[src/rtl/branch_redirect_sequencer_pkg.sv]
// Shared definitions for the branch redirect sequencer: kind codes, ExcCodes,
// default vectors and FSM/redirect-class encodings.
package branch_redirect_sequencer_pkg;

  localparam logic [31:0] RESET_PC_DEF   = 32'h0040_0000;
  localparam logic [31:0] EXC_VECTOR_DEF = 32'h0040_0004;

  typedef enum logic [3:0] {
    K_JR      = 4'd0,
    K_J       = 4'd1,
    K_JAL     = 4'd2,
    K_BEQ     = 4'd3,
    K_BNE     = 4'd4,
    K_BGEZ    = 4'd5,
    K_JALR    = 4'd6,
    K_BREAK   = 4'd7,
    K_SYSCALL = 4'd8,
    K_ERET    = 4'd9,
    K_TEQ     = 4'd10
  } kind_e;

  localparam logic [4:0] EXC_ADEL = 5'd4;
  localparam logic [4:0] EXC_SYS  = 5'd8;
  localparam logic [4:0] EXC_BP   = 5'd9;
  localparam logic [4:0] EXC_TR   = 5'd13;

  typedef enum logic [1:0] {ST_RUN, ST_PEND, ST_EXC} state_e;

  typedef enum logic [1:0] {CLS_NONE, CLS_BRANCH, CLS_ERET, CLS_TRAP} redir_cls_e;

  function automatic logic [31:0] branch_offset(input logic [15:0] imm);
    return {{14{imm[15]}}, imm, 2'b00};
  endfunction

endpackage

[src/rtl/branch_redirect_sequencer_target_calc.sv]
// Combinational redirect target, redirect class and ExcCode for the ID instruction.
// ALIGN_CHECK_EN turns misaligned register/EPC targets into AdEL traps.
module redirect_target_calc
  import branch_redirect_sequencer_pkg::*;
#(
  parameter logic [31:0] EXC_VECTOR = EXC_VECTOR_DEF
) (
  input  logic [3:0]  branch_ena,
  input  logic [31:0] id_pc,
  input  logic [15:0] id_imm16,
  input  logic [25:0] id_index26,
  input  logic [31:0] rs_data,
  input  logic [31:0] epc_data,
  output logic [31:0] target,
  output logic [1:0]  redir_cls,
  output logic [4:0]  exc_cause
);

  logic [31:0] pc_plus4;
  logic [31:0] raw_target;
  logic        check_align;
  redir_cls_e  cls;

  assign pc_plus4 = id_pc + 32'd4;

  always_comb begin
    raw_target  = pc_plus4;
    cls         = CLS_NONE;
    exc_cause   = '0;
    check_align = 1'b0;
    case (branch_ena)
      K_JR, K_JALR: begin
        raw_target  = rs_data;
        cls         = CLS_BRANCH;
        check_align = 1'b1;
      end
      K_J, K_JAL: begin
        raw_target = {pc_plus4[31:28], id_index26, 2'b00};
        cls        = CLS_BRANCH;
      end
      K_BEQ, K_BNE, K_BGEZ: begin
        raw_target = pc_plus4 + branch_offset(id_imm16);
        cls        = CLS_BRANCH;
      end
      K_BREAK: begin
        raw_target = EXC_VECTOR;
        cls        = CLS_TRAP;
        exc_cause  = EXC_BP;
      end
      K_SYSCALL: begin
        raw_target = EXC_VECTOR;
        cls        = CLS_TRAP;
        exc_cause  = EXC_SYS;
      end
      K_TEQ: begin
        raw_target = EXC_VECTOR;
        cls        = CLS_TRAP;
        exc_cause  = EXC_TR;
      end
      K_ERET: begin
        raw_target  = epc_data;
        cls         = CLS_ERET;
        check_align = 1'b1;
      end
      default: ;
    endcase
`ifdef ALIGN_CHECK_EN
    target = raw_target;
    if (check_align && (raw_target[1:0] != 2'b00)) begin
      target    = EXC_VECTOR;
      cls       = CLS_TRAP;
      exc_cause = EXC_ADEL;
    end
`else
    // Only register/EPC sourced targets can carry low bits; drop them silently.
    target = check_align ? {raw_target[31:2], 2'b00} : raw_target;
`endif
  end

  assign redir_cls = cls;

endmodule

[src/rtl/branch_redirect_sequencer.sv]
// Fetch PC owner: applies ID redirects, parks redirects across IF stalls and
// sequences exception entry / ERET. Optional macro: ALIGN_CHECK_EN.
module branch_redirect_sequencer
  import branch_redirect_sequencer_pkg::*;
#(
  parameter logic [31:0] RESET_PC   = RESET_PC_DEF,
  parameter logic [31:0] EXC_VECTOR = EXC_VECTOR_DEF
) (
  input  logic        clk,
  input  logic        rst,
  input  logic        if_stall,
  input  logic        id_valid,
  input  logic        id_branch,
  input  logic [3:0]  branch_ena,
  input  logic [31:0] id_pc,
  input  logic [15:0] id_imm16,
  input  logic [25:0] id_index26,
  input  logic [31:0] rs_data,
  input  logic [31:0] epc_data,
  output logic [31:0] pc_out,
  output logic        if_flush,
  output logic        exc_req,
  output logic [4:0]  exc_cause,
  output logic [31:0] exc_epc,
  output logic        eret_ack
);

  state_e      state_q, state_d;
  logic [31:0] pc_q, pc_d;
  logic [31:0] pend_target_q, pend_target_d;
  logic        pend_eret_q, pend_eret_d;
  logic        if_flush_q, if_flush_d;
  logic        exc_req_q, exc_req_d;
  logic [4:0]  exc_cause_q, exc_cause_d;
  logic [31:0] exc_epc_q, exc_epc_d;
  logic        eret_ack_q, eret_ack_d;

  logic [31:0] calc_target;
  logic [1:0]  calc_cls;
  logic [4:0]  calc_cause;
  logic        redirect_ev;

  redirect_target_calc #(.EXC_VECTOR(EXC_VECTOR)) u_calc (
    .branch_ena (branch_ena),
    .id_pc      (id_pc),
    .id_imm16   (id_imm16),
    .id_index26 (id_index26),
    .rs_data    (rs_data),
    .epc_data   (epc_data),
    .target     (calc_target),
    .redir_cls  (calc_cls),
    .exc_cause  (calc_cause)
  );

  assign redirect_ev = id_valid & id_branch;

  always_comb begin
    state_d       = state_q;
    pc_d          = pc_q;
    pend_target_d = pend_target_q;
    pend_eret_d   = pend_eret_q;
    if_flush_d    = 1'b0;
    exc_req_d     = 1'b0;
    exc_cause_d   = '0;
    exc_epc_d     = '0;
    eret_ack_d    = 1'b0;
    // A trap wins over everything except reset, but ID is being flushed during EXC.
    if (state_q != ST_EXC && redirect_ev && calc_cls == CLS_TRAP) begin
      state_d     = ST_EXC;
      pc_d        = calc_target;
      pend_eret_d = 1'b0;
      if_flush_d  = 1'b1;
      exc_req_d   = 1'b1;
      exc_cause_d = calc_cause;
      exc_epc_d   = id_pc;
    end else begin
      unique case (state_q)
        ST_RUN: begin
          if (redirect_ev && calc_cls != CLS_NONE) begin
            if (if_stall) begin
              state_d       = ST_PEND;
              pend_target_d = calc_target;
              pend_eret_d   = (calc_cls == CLS_ERET);
            end else begin
              pc_d       = calc_target;
              if_flush_d = (calc_cls == CLS_ERET);
              eret_ack_d = (calc_cls == CLS_ERET);
            end
          end else if (!if_stall) begin
            pc_d = pc_q + 32'd4;
          end
        end
        ST_PEND: begin
          if (!if_stall) begin
            state_d    = ST_RUN;
            pc_d       = pend_target_q;
            if_flush_d = pend_eret_q;
            eret_ack_d = pend_eret_q;
          end
        end
        ST_EXC: begin
          state_d = ST_RUN;
          if (!if_stall) pc_d = pc_q + 32'd4;
        end
        default: state_d = ST_RUN;
      endcase
    end
  end

  always_ff @(posedge clk) begin
    if (rst) begin
      state_q       <= ST_RUN;
      pc_q          <= RESET_PC;
      pend_target_q <= '0;
      pend_eret_q   <= 1'b0;
      if_flush_q    <= 1'b0;
      exc_req_q     <= 1'b0;
      exc_cause_q   <= '0;
      exc_epc_q     <= '0;
      eret_ack_q    <= 1'b0;
    end else begin
      state_q       <= state_d;
      pc_q          <= pc_d;
      pend_target_q <= pend_target_d;
      pend_eret_q   <= pend_eret_d;
      if_flush_q    <= if_flush_d;
      exc_req_q     <= exc_req_d;
      exc_cause_q   <= exc_cause_d;
      exc_epc_q     <= exc_epc_d;
      eret_ack_q    <= eret_ack_d;
    end
  end

  assign pc_out    = pc_q;
  assign if_flush  = if_flush_q;
  assign exc_req   = exc_req_q;
  assign exc_cause = exc_cause_q;
  assign exc_epc   = exc_epc_q;
  assign eret_ack  = eret_ack_q;

endmodule

[config.mk]
export PLATFORM = sky130hd
export DESIGN_NAME = branch_redirect_sequencer
export DESIGN_NICKNAME = d
export VERILOG_FILES = /design/src/rtl/branch_redirect_sequencer_pkg.sv /design/src/rtl/branch_redirect_sequencer_target_calc.sv /design/src/rtl/branch_redirect_sequencer.sv
export SDC_FILE = /design/constraint.sdc
export NUM_CORES = 1
export LEC_CHECK = 0
export CAP_MARGIN = 15
export CORE_MARGIN = 2
export CORE_UTILIZATION = 50
export CTS_BUF_LIST = sky130_fd_sc_hd__clkbuf_16
export DETAILED_ROUTE_END_ITERATION = 6
export GPL_TIMING_DRIVEN = 0
export PLACE_DENSITY = 0.88
export SLEW_MARGIN = 20
export SYNTH_ARGS = -nofsm -noshare
export SYNTH_HDL_FRONTEND = slang
export SYNTH_HIERARCHICAL = 1
export SYNTH_SLANG_ARGS = --single-unit
export TNS_END_PERCENT = 100
[constraint.sdc]
create_clock -name clk -period 12.2 [get_ports clk]
set_input_delay 3.05 -clock clk [delete_from_list [all_inputs] [get_ports clk]]
set_output_delay 3.05 -clock clk [all_outputs]
set_load 0.01 [all_outputs]
==> flow_summary_export.csv, run 1 <==
group,metric,value,unit
run_status,status,"completed",
clock_tree,postCtsSetupBuffers,0,
final_layout,instances_no_fill,1470,
clock_tree,cts_buffer_depth,2,
sta,setup_tns,0,ns
critical_path,r2r_slack,9.14,ns
synth,yosysSeqAreaShare,0.272,
critical_path,end_kind,"register",
sta,skew,0.0110,ns
power_and_ir_drop,cellLeakagePower,0.00397,uW
min_path,min_path_type,"reg2reg",
clock_tree,clk_pin_slew,0.08,ns
critical_path,crit_path_frequent_cell,"ha_1",
synth,synth_top_cell_by_area,"dfxtp_1",
clock_tree,clkLatencyLatePin,0.37,ns
global_routing,grt_pass1_wl,48.2,mm
sta,setup_slack,4.07,ns
final_layout,layout-drive-gt1-share,0.0421,
clock_tree,cts.repair.resized,0,
clock_tree,clock_sinks,107,
global_routing,grt_max_degree,21,
final_layout,diodes,0,
global_routing,globalRouteMet3Util,0.0822,
global_routing,grt_pass1_vias,8595,
final_layout,final_cell_mix,"211 x clkdlybuf4s50_1, 132 x nand2_1, 107 x dfxtp_1",
floorplan,ios,219,
critical_path,cp-startpoint,"id_pc[2]",
clock_tree,cts_root_buf,"clkbuf_16",
floorplan,die_y,130,um
critical_path,r2r_start,"state_q[0]$_SDFFE_PP0P_",
critical_path,cpPeakStageDelay,0.60,ns
critical_path,crit_buf_inv,3,
route,num_vias,9395,
critical_path,r2r_end,"pc_out[7]$_SDFFE_PP0P_",
final_layout,nNetsFinal,1439,
synth,synth_edf_count,0,
sta,worst_slew_pin_slew,1.28,ns
route,drcViolationCount,0,
critical_path,critPathSlowestCell,"clkdlybuf4s50_1",
synth,netlist_top_cells_area,"dfxtp_1 27%, nand2_1 6.3%, a21oi_1 6.2%",
sta,rsz0062_at_grt,"false",
route,ant_nets,0,
placed_design,io_buffers,211,
global_routing,use_met1,0.523,
synth,synth_seq_cells,107,
min_path,hold_depth,2,
synth,synth_cells,1031,
synth,synth_cell_types,80,
sta,setup_viol,0,
synth,synthFlopType,"dfxtp_1",
clock_tree,cts_inserted_buffers,9,
critical_path,critPathArrivalTime,8.43,ns
route,wirelength,32.2,mm
floorplan,start_util,0.515,
final_layout,syn_to_final_growth,33.9,%
floorplan,dieWidth,130,um
power_and_ir_drop,powerDensity,95.3,mW/mm^2
synth,avgSynthCellArea,7.64,sq um
run,drv_cap,0,
critical_path,path_delay_family,"simple AND/OR/NAND/NOR gates",
floorplan,die_area,0.0168,sq mm
route,wire_per_inst,21.9,um
placed_design,place_ws,3.89,ns
critical_path,crit_chain,"clkdlybuf4s50_1, ha_1, inv_1, nor2_1, nand3_1, nor3_1, and2_1, nand2_1, xnor2_1, ha_1, clkbuf_1, a21o_1, a221oi_1, a21oi_1, o21a_1, a2111oi_0, nor2b_1, a22oi_1, o31a_1, o211ai_1",
global_routing,groute.usage.overall,0.378,
global_routing,gr-total-overflow,0,
placed_design,numPlacedInstances,1454,
route,drt_first_pass_iters,5,
sta,fin_hold_ws,0.458,ns
final_layout,final_common_cell,"clkdlybuf4s50_1",
critical_path,crit_fanout,7,
clock_tree,cts_tree,"done",
floorplan,coreArea,0.0153,sq mm
synth,yosys.area.top_type_share,0.272,
synth,synth_area,0.00788,sq mm
sta,timing.fmax,0.123,GHz
min_path,min_to,"pend_target_q[29]$_SDFFE_PP0P_",
critical_path,worst_ep_required_time,12.50,ns
floorplan,core.rowCount,45,
sta,hold_violations,0,
sta,slew_headroom,0.136,
sta,slew_violations,0,
clock_tree,cts_hold_buf,0,
sta,fin_crit_sh,0.667,
global_routing,grtUsageMet2,0.583,
critical_path,start_kind,"primary input",
route,via_per_inst,6.39,
synth,ys_warn_count,6,
placed_design,dp_hpwl,25.6,mm
sta,period_minus_slack,8.13,ns
critical_path,rr_worst_depth,9,
clock_tree,h-tree-depth,3,
global_routing,antenna_found_initial,0,
power_and_ir_drop,vdd_drop_max,70.0,uV
critical_path,worstSetupPathType,"in2reg",
min_path,min_from,"pend_target_q[29]$_SDFFE_PP0P_",
synth,synthArstFlopShare,0,
final_layout,fill_cells,1310,
route,drt_iter0_drc,1136,
placed_design,place.gp.congestion,1.00,
global_routing,top_usage_layer,"met2",
==> worst min-delay path, stage by stage, from the launching register on <==
cell and delay (ns):
dfxtp_1 0.32, nand2_1 0.05, a21oi_1 0.05
==> kinds of logic after synthesis <==
family,Yosys count,share of synthesized area
AOI/OAI and AO/OA,339,0.303
xor gates and xnor gates,54,0.0610
adders and majority gates,38,0.0613
buffers and inverters,101,0.0519
DFF,107,0.272
muxes,2,0.00270
other,1,0.000476
and+or+nand+nor,389,0.247
==> cell usage after synthesis, types with 14 or more instances <==
library cell	count
a21o_1	15
a21oi_1	98
a221o_1	22
a221oi_1	32
a22oi_1	14
and3_1	56
clkbuf_1	50
dfxtp_1	107
ha_1	37
inv_1	32
nand2_1	132
nand3_1	31
nand4_1	15
nor2_1	81
nor3_1	15
o21ai_0	38
xnor2_1	35
xor2_1	18
==> worst max path at each step <==
stage	to	slack, ns	cells past startpoint
5_1_grt	pc_out[31]$_SDFFE_PP0P_	3.66	20
3_5_place_dp	pc_out[31]$_SDFFE_PP0P_	3.89	20
2_1_floorplan	pc_out[30]$_SDFFE_PP0P_	5.64	19
6_report	pc_out[31]$_SDFFE_PP0P_	4.07	20
3_3_place_gp	pc_out[30]$_SDFFE_PP0P_	4.01	21
4_1_cts	pc_out[31]$_SDFFE_PP0P_	4.26	20
==> metrics by stage <==
step | power (uW) | util | instance area [sq um]
after global routing | 1040 | 0.689 | 10600
after global placement | 701 | 0.670 | 10300
after floorplan | 561 | - | 7880
after detailed placement | 703 | 0.670 | 10300
final | 1010 | 0.689 | 10600
after CTS | 997 | 0.689 | 10600
==> power by group <==
| group | internal (uW) | switching [uW] | total (uW) |
|---|---|---|---|
| Sequential | 361 | 13.2 | 374 |
| Clock | 143 | 154 | 298 |
| Combinational | 143 | 191 | 333 |
| Total | 647 | 358 | 1010 |
==> state kept, by name (all words and copies together), names as in the netlist <==
signal         cells
eret_ack           1
exc_cause          5
exc_epc           32
exc_req            1
if_flush           1
pc_out            32
pend_eret_q        1
pend_target_q     32
state_q            2
==> layout make-up <==
cell class              instances  area (sq um)  area share
plain buffers                  69           289      0.0274
clock buffers                   9           225      0.0213
clock inverters                 7          67.6     0.00640
inverters                      32           120      0.0114
multi-input cells             824          5330       0.505
flip-flops and latches        107          2140       0.203
well taps                     211           264      0.0250
repair buffers                211          2110       0.200
==> layer usage <==
metal  vias to the layer above  share of wire
met2                       589           0.44
li1                       4298              -
met5                         -              0
met1                      4435           0.43
met3                        73           0.10
met4                         0          0.028
Note: power is estimated with default switching activity, not from simulation.
==> inputs of run 2 (changes only) <==
Settings changed: CORE_UTILIZATION 50 to 49, PLACE_DENSITY 0.88 to 0.86.
Clock period 12.2 ns to 7.75 ns, I/O delays scaled along.
==> run 2 against run 1 <==
Effect of this change:
- critical path depth increased by 1
- non-clock buffer count did not move
- sequential cell count is the same
- power rose by 56%
- final area did not move
- critical endpoint is now pc_out[30]$_SDFFE_PP0P_
- largest power group unchanged
==> flow_summary_export.csv, run 2 (synthesis results as in run 1) <==
group,metric,value,unit
run_status,status,"completed",
clock_tree,clkLatencyLatePin,0.36,ns
global_routing,grt_pass1_vias,8567,
global_routing,grt_pass1_wl,47.3,mm
sta,worst_slew_pin_slew,0.926,ns
sta,setup_viol,0,
critical_path,worst_ep_required_time,8.03,ns
clock_tree,cts_tree,"done",
critical_path,crit_fanout,7,
power_and_ir_drop,powerDensity,149,mW/mm^2
clock_tree,cts.repair.resized,0,
critical_path,start_kind,"primary input",
floorplan,die_y,131,um
critical_path,worstSetupPathType,"in2reg",
sta,skew,0.00907,ns
critical_path,path_delay_family,"compound AO/OA/AOI/OAI gates",
critical_path,crit_buf_inv,4,
placed_design,dp_hpwl,24.6,mm
floorplan,die_area,0.0171,sq mm
placed_design,io_buffers,211,
sta,slew_headroom,0.377,
clock_tree,cts_root_buf,"clkbuf_16",
floorplan,dieWidth,131,um
clock_tree,cts_inserted_buffers,9,
final_layout,final_common_cell,"clkdlybuf4s50_1",
sta,period_minus_slack,6.90,ns
clock_tree,clk_pin_slew,0.08,ns
clock_tree,h-tree-depth,3,
clock_tree,cts_buffer_depth,2,
route,via_per_inst,6.39,
placed_design,place.gp.congestion,0.999,
final_layout,final_area,0.0106,sq mm
power_and_ir_drop,vdd_drop_max,126,uV
sta,fin_crit_sh,0.890,
run,drv_cap,0,
route,drcViolationCount,0,
clock_tree,clock_sinks,107,
sta,rsz0062_at_grt,"false",
sta,slew_violations,0,
critical_path,critPathArrivalTime,7.17,ns
floorplan,start_util,0.498,
critical_path,crit_chain,"clkdlybuf4s50_1, ha_1, inv_1, nor2_1, nand3_1, nor3_1, xor2_1, ha_1, clkbuf_1, inv_1, o21bai_1, a211oi_1, o211ai_1, a31o_2, a21o_1, a311oi_1, xor2_1, o21ai_0, a22o_1, a41oi_1, o32ai_1",
floorplan,core.rowCount,46,
placed_design,dpl-instance-area,0.0103,sq mm
final_layout,syn_to_final_growth,33.9,%
floorplan,ios,219,
route,wirelength,31.1,mm
route,drt_first_pass_iters,5,
route,drt_iter0_drc,1280,
min_path,min_path_type,"reg2reg",
clock_tree,postCtsSetupBuffers,0,
clock_tree,cts_hold_buf,0,
global_routing,antenna_found_initial,1,
critical_path,cpPeakStageDelay,0.57,ns
global_routing,gr-total-overflow,0,
route,ant_nets,0,
critical_path,end_kind,"register",
critical_path,critPathSlowestCell,"clkdlybuf4s50_1",
final_layout,nNetsFinal,1439,
global_routing,groute.usage.overall,0.362,
final_layout,fill_cells,1353,
route,wire_per_inst,21.1,um
global_routing,grt_max_degree,21,
sta,timing.fmax,0.145,GHz
sta,setup_tns,0,ns
floorplan,coreArea,0.0158,sq mm
final_layout,final_cell_mix,"211 x clkdlybuf4s50_1, 132 x nand2_1, 107 x dfxtp_1",
power_and_ir_drop,cellLeakagePower,0.00397,uW
route,num_vias,9436,
sta,hold_violations,0,
final_layout,layout-drive-gt1-share,0.0421,
-- run 2: through the flow --
step	instances	utilization	total power, uW	hold WS, ns	setup slack [ns]
global placement	1459	0.649	1100	0.442	0.611
detailed placement	1459	0.649	1100	0.446	0.640
finish	1476	0.667	1570	0.458	0.854
floorplan	1032	-	882	0.436	2.30
CTS	1475	0.667	1560	0.457	0.984
global route	1476	0.667	1630	0.473	0.570
-- run 2: worst paths after layout --
path                                  startpoint                        endpoint  slack (ns)  depth (start not counted)
hold / removal    pend_target_q[26]$_SDFFE_PP0P_  pend_target_q[26]$_SDFFE_PP0P_        0.46                          2
hold reg to reg   pend_target_q[26]$_SDFFE_PP0P_  pend_target_q[26]$_SDFFE_PP0P_        0.46                          2
setup / recovery                        id_pc[2]         pc_out[30]$_SDFFE_PP0P_        0.85                         21
setup reg to reg         state_q[0]$_SDFFE_PP0P_         pc_out[23]$_SDFFE_PP0P_        4.82                          9
-- run 2: layout make-up --
class	count	area, sq um	area share
multi-input combinational	824	5330	0.505
sequential	107	2140	0.203
timing repair buffer	211	2110	0.200
buffer	69	289	0.0274
tap	216	270	0.0256
clock buffer	9	225	0.0213
inverter	32	120	0.0114
clock inverter	7	58.8	0.00557
antenna	1	2.50	0.000237
-- run 2: worst register-to-register path, cell delays in order, from the launching register on --
cell      delay (ns)
dfxtp_1         0.32
inv_1           0.10
ha_1            0.27
nand3b_1        0.16
nor2_1          0.06
clkbuf_1        0.33
nor2_1          0.75
clkbuf_1        0.49
a21oi_1         0.10
o32ai_1         0.25
-- run 2: report_power, final --
group,switching (uW),internal [uW]
clock network,241,224
logic,293,225
registers,20.8,568
-- run 2: routing by layer --
layer | up-vias | share of wire | global-route usage
met2 | 613 | 0.44 | 0.558
li1 | 4311 | - | -
met3 | 84 | 0.10 | 0.0696
met4 | 0 | 0.043 | 0.156
met1 | 4428 | 0.42 | 0.493
met5 | - | 0 | 0
